[config.mk]
export PLATFORM = sky130hd
export DESIGN_NAME = operand_streamer
export DESIGN_NICKNAME = d
export VERILOG_FILES = /design/src/rtl/mm_pkg.sv /design/src/rtl/operand_buffer.sv /design/src/rtl/operand_streamer.sv
export SDC_FILE = /design/constraint.sdc
export NUM_CORES = 1
export LEC_CHECK = 0
export CELL_PAD_IN_SITES_DETAIL_PLACEMENT = 1
export CELL_PAD_IN_SITES_GLOBAL_PLACEMENT = 1
export CORE_UTILIZATION = 40
export CTS_BUF_LIST = sky130_fd_sc_hd__clkbuf_4 sky130_fd_sc_hd__clkbuf_8
export CTS_CLUSTER_DIAMETER = 30
export DETAILED_ROUTE_END_ITERATION = 12
export PLACE_DENSITY = 0.68
export SLEW_MARGIN = 20
export SYNTH_ARGS = -nofsm -noshare
export SYNTH_HDL_FRONTEND = slang
export SYNTH_SLANG_ARGS = --single-unit
[constraint.sdc]
create_clock -name clk -period 8.33 [get_ports clk]
set_input_delay 1.2495 -clock clk [delete_from_list [all_inputs] [get_ports clk]]
set_output_delay 1.2495 -clock clk [all_outputs]
set_load 0.01 [all_outputs]
[src/rtl/mm_pkg.sv]
// Types shared by the operand streamer, the systolic array and the result collector.
package mm_pkg;

  localparam int unsigned MM_DATA_WIDTH = 8;

  typedef enum logic [1:0] {
    LOAD_A,
    LOAD_B,
    STREAM
  } stream_state_t;

  typedef logic [MM_DATA_WIDTH-1:0] elem_t;

endpackage

[src/rtl/operand_buffer.sv]
// N x N operand register file: one row write per cycle, one combinational read port
// that returns either row idx or column idx depending on READ_COLUMN.
module operand_buffer #(
  parameter int unsigned DATA_WIDTH  = 8,
  parameter int unsigned N           = 4,
  parameter int unsigned IDX_BITS    = $clog2(N),
  parameter bit          READ_COLUMN = 1'b0
) (
  input  logic                           clk,
  input  logic                           wr_en,
  input  logic [IDX_BITS-1:0]            wr_row,
  input  logic [N-1:0][DATA_WIDTH-1:0]   wr_data,
  input  logic [IDX_BITS-1:0]            rd_idx,
  output logic [N-1:0][DATA_WIDTH-1:0]   rd_data
);

  logic [N-1:0][N-1:0][DATA_WIDTH-1:0] mem;

  // Contents are deliberately not reset; every pair rewrites all N rows before use.
  always_ff @(posedge clk) begin
    if (wr_en) begin
      mem[wr_row] <= wr_data;
    end
  end

  generate
    if (READ_COLUMN) begin : g_col
      always_comb begin
        rd_data = '0;
        for (int unsigned i = 0; i < N; i++) begin
          rd_data[i] = mem[i][rd_idx];
        end
      end
    end else begin : g_row
      always_comb begin
        rd_data = mem[rd_idx];
      end
    end
  endgenerate

endmodule

[src/rtl/operand_streamer.sv]
// Buffers one A/B matrix pair loaded row-major, then streams column k of A and
// row k of B per beat into the systolic array, flagging the final beat with last.
module operand_streamer
  import mm_pkg::*;
#(
  parameter int unsigned DATA_WIDTH = 8,
  parameter int unsigned N          = 4,
  parameter int unsigned IDX_BITS   = $clog2(N)
) (
  input  logic                         clk,
  input  logic                         reset,
  input  logic                         load_valid,
  output logic                         load_ready,
  input  logic [N-1:0][DATA_WIDTH-1:0] load_data,
  output logic                         a_input_valid,
  output logic                         b_input_valid,
  input  logic                         input_ready,
  output logic                         last,
  output logic [N-1:0][DATA_WIDTH-1:0] a_data,
  output logic [N-1:0][DATA_WIDTH-1:0] b_data,
  output logic                         busy
);

  localparam logic [IDX_BITS-1:0] LAST_IDX = IDX_BITS'(N - 1);

  stream_state_t                 state;
  logic [IDX_BITS-1:0]           row_idx;
  logic [IDX_BITS-1:0]           beat_idx;
  logic                          load_fire;
  logic                          xfer;
  logic                          streaming;
  logic [N-1:0][DATA_WIDTH-1:0]  a_col;
  logic [N-1:0][DATA_WIDTH-1:0]  b_row;

  // Valids and last come only from registered state and beat_idx, never from input_ready.
  assign streaming     = (state == STREAM);
  assign load_ready    = !streaming;
  assign a_input_valid = streaming;
  assign b_input_valid = streaming;
  assign last          = streaming && (beat_idx == LAST_IDX);
  assign a_data        = streaming ? a_col : '0;
  assign b_data        = streaming ? b_row : '0;
  assign busy          = !((state == LOAD_A) && (row_idx == '0));

  assign load_fire = load_valid && load_ready;
  assign xfer      = a_input_valid && b_input_valid && input_ready;

  always_ff @(posedge clk or posedge reset) begin
    if (reset) begin
      state    <= LOAD_A;
      row_idx  <= '0;
      beat_idx <= '0;
    end else begin
      case (state)
        LOAD_A: begin
          if (load_fire) begin
            if (row_idx == LAST_IDX) begin
              row_idx <= '0;
              state   <= LOAD_B;
            end else begin
              row_idx <= row_idx + 1'b1;
            end
          end
        end
        LOAD_B: begin
          if (load_fire) begin
            if (row_idx == LAST_IDX) begin
              row_idx  <= '0;
              beat_idx <= '0;
              state    <= STREAM;
            end else begin
              row_idx <= row_idx + 1'b1;
            end
          end
        end
        STREAM: begin
          if (xfer) begin
            if (beat_idx == LAST_IDX) begin
              beat_idx <= '0;
              row_idx  <= '0;
              state    <= LOAD_A;
            end else begin
              beat_idx <= beat_idx + 1'b1;
            end
          end
        end
        default: begin
          state    <= LOAD_A;
          row_idx  <= '0;
          beat_idx <= '0;
        end
      endcase
    end
  end

  operand_buffer #(
    .DATA_WIDTH (DATA_WIDTH),
    .N          (N),
    .IDX_BITS   (IDX_BITS),
    .READ_COLUMN(1'b1)
  ) u_buf_a (
    .clk    (clk),
    .wr_en  (load_fire && (state == LOAD_A)),
    .wr_row (row_idx),
    .wr_data(load_data),
    .rd_idx (beat_idx),
    .rd_data(a_col)
  );

  operand_buffer #(
    .DATA_WIDTH (DATA_WIDTH),
    .N          (N),
    .IDX_BITS   (IDX_BITS),
    .READ_COLUMN(1'b0)
  ) u_buf_b (
    .clk    (clk),
    .wr_en  (load_fire && (state == LOAD_B)),
    .wr_row (row_idx),
    .wr_data(load_data),
    .rd_idx (beat_idx),
    .rd_data(b_row)
  );

endmodule

==> flow_metrics.py <==
metrics = {
    "outcome": {
        "outcome": "finished, final reports clean",
    },
    "worst_hold_path": {
        "hold_class": "flip-flop to flip-flop",
    },
    "timing": {
        "slew_viol_final": 0,
        "fin_crit_sh_pct": 56.2,
        "timing.fmax_mhz": 214,
        "rsz0062_at_grt": "no",
        "finClkSkew_ns": 0.0202,
        "max_slew.worst_pin.slew_ns": 0.786,
        "layout_min_cycle_time_ns": 4.68,
        "setup-tns-final_ns": 0,
        "setup_viol": 0,
        "hold_viol": 0,
        "slew_headroom_pct": 47.6,
    },
    "critical_path": {
        "rrSetupSlack_ns": 5.90,
        "crit_path_max_incr_delay_ns": 0.82,
        "cp_top_family": "buffers and inverters",
        "crit_arrival_ns": 3.43,
        "worstPathRequired_ns": 7.08,
        "startpoint_type": "flip-flop",
        "path_cells": "buf_4 > mux4_2 > and2_1 > clkdlybuf4s50_1",
        "crit_buf_inv": 2,
        "crit_type": "flip-flop to output port",
        "worst_setup_path_end_kind": "output port",
        "slowest_stage": "dfrtp_4",
        "cp_max_fo": 39,
    },
    "synthesis": {
        "ys.flop_type": "edfxtp_1",
        "synthMuxAreaShare_pct": 14.3,
        "synth_fa_ha_area_share_pct": 0.621,
        "synthXorXnorAreaFrac_pct": 0.0869,
        "synth_area_leader_cell": "edfxtp_1",
        "ys_seq_elements": 262,
        "yosysMostFrequentCell": "edfxtp_1",
        "synth_area_leaders": "edfxtp_1, mux4_2, and2_1",
        "postSynth.asyncResetShare_pct": 2.29,
        "synth_top_family_by_area": "multiplexers",
        "synth.top_cells.by_count": "edfxtp_1, and2_1, mux4_2, clkbuf_1, buf_2",
        "syn_avg_cell_area_um2": 22.1,
        "ys_seq_area_share_pct": 77.8,
        "yosysUniqueCellTypes": 24,
        "syn_nets": 497,
        "synth_cells": 456,
        "synth_enable_flop_cells": 256,
        "yosysTopAreaCellShare_pct": 76.3,
        "yosys.area_share.simple_pct": 5.09,
        "yosys_warnings": 0,
        "syn_area_um2": 10100,
        "synth_compound_area_share_pct": 0.484,
    },
    "cts": {
        "cts_htree_levels": 2,
        "cts_num_sinks": 262,
        "cts_tree": "done",
        "cts_made_buffers": 46,
        "cts_buffer_depth": 3,
        "clk_pin_slew_ns": 0.06,
        "insertion_delay_ns": 0.55,
        "root_buffer": "clkbuf_8",
        "cts_resized": 0,
        "postCtsSetupRepairBufs": 0,
        "hold_buffers": 0,
    },
    "floorplan": {
        "ios": 105,
        "dieArea_um2": 25800,
        "core-area_um2": 24500,
        "die_width_um": 161,
        "fp.dieH_um": 161,
        "start_util_pct": 41.1,
        "rows": 57,
    },
    "global_route": {
        "grt_pass1_wl_um": 33300,
        "grt_pass1_vias": 5503,
        "grt_max_degree": 50,
        "grt_usage_pct": 17.6,
        "antenna_found_initial": 0,
        "gr-total-overflow": 0,
    },
    "routing": {
        "drt_pass1_iterations": 4,
        "drc": 0,
        "drt_iter0_markers": 333,
        "post_drt_wl_per_cell_um": 22.8,
        "drt.antenna.violating_nets": 0,
        "vias": 4871,
        "via_per_inst": 5.10,
        "wl_um": 21800,
    },
    "finish": {
        "fin_area_um2": 12600,
        "instances_no_fill": 955,
        "fin_nets": 635,
        "area_delta_synth_final_pct": 24.9,
        "final_layout_size_suffix_gt1_share_pct": 25.4,
    },
    "placement": {
        "dp.final_hpwl_um": 13500,
        "io_buffers": 104,
        "placed_area_um2": 11600,
        "routabilityCongestion": 0.720,
        "dp.cells": 870,
    },
    "power": {
        "ir_drop_mv": 0.126,
        "cellPowerDensity_nw_per_um2": 297,
        "p_leak_nw": 4.04,
    },
    "flow_run": {
        "maxCapViolations": 0,
    },
}
through the flow:
| stage | total power [mW] | setup WS, ns | hold slack [ns] | utilization, % |
|---|---|---|---|---|
| final | 3.74 | 3.65 | 0.643 | 51.3 |
| after global placement | 2.49 | 4.16 | 0.599 | 46.8 |
| after global routing | 3.90 | 3.38 | 0.681 | 51.3 |
| after floorplan | 2.22 | 4.33 | 0.575 | - |
| after detailed placement | 2.54 | 4.14 | 0.643 | 47.2 |
| after CTS | 3.79 | 3.53 | 0.652 | 51.3 |
cells in the final DEF (no fill, tap or decap), drive strengths merged, types with 2 or more instances in the layout:
cell / Yosys / final
a32o: 2 / 2
and2: 65 / 65
buf: 15 / 11
bufinv: 0 / 5
clkbuf: 10 / 54
clkdlybuf4s50: 0 / 104
clkinv: 0 / 19
clkinvlp: 0 / 2
dfrtp: 6 / 6
edfxtp: 256 / 256
ha: 5 / 5
inv: 4 / 8
mux4: 64 / 64
nand2: 6 / 6
nor2: 8 / 8
nor3: 4 / 4
o21ai: 2 / 2
report_power, final:
part	internal (mW)	switching, mW	total (mW)	leakage [nW]
registers	1.65	0.0949	1.74	2.40
logic	0.378	0.373	0.750	1.13
clock network	0.720	0.524	1.24	0.511
per-layer routing:
metal / wire (µm) / track usage (%) / share of wire [%]
met1: 9640 / 24.0 / 44
met2: 10600 / 28.8 / 49
met3: 1130 / 3.54 / 5.2
met4: 403 / 5.40 / 1.8
met5: 0 / 0 / 0
worst register-to-register path, stage by stage, from the launching register on:
cell	delay, ns
dfrtp_4	0.82
buf_4	0.75
ha_1	0.36
nand2_1	0.09
a21oi_1	0.18
o21ai_0	0.10
final cells by class:
class / count / area (µm²)
clock buffer: 54 / 693
sequential: 262 / 7840
clock inverter: 30 / 292
timing repair buffer: 115 / 1200
tap: 324 / 405
antenna: 1 / 2.50
fill: 2246 / 12000
multi-input combinational: 165 / 2130
inverter: 4 / 15.0
final timing paths:
check                              end        start  cells past startpoint
max                         b_data[14]  beat_idx[0]                      4
min                         row_idx[0]   row_idx[0]                      2
max reg2reg                 row_idx[1]  beat_idx[0]                      5
min reg2reg                 row_idx[0]   row_idx[0]                      2
max in group asynchronous  beat_idx[0]        reset                      2
min in group asynchronous   row_idx[0]        reset                      2
flip-flops by register name, summed over array words and instances (netlist names):
signal / count
beat_idx: 2
state: 2
row_idx: 2
u_buf_a.mem: 128
u_buf_b.mem: 128
cell families (layout without fill, tap and decap cells):
group,after synthesis,count (layout)
flip-flops,262,262
AND/OR/NAND/NOR,88,88
multiplexers,64,64
buffers and inverters,29,203
AO/OA/AOI/OAI,7,7
adder cells (fa/ha/maj),5,5
XOR/XNOR,1,1
other,0,1
No activity file was read; power rests on OpenSTA's default activity.
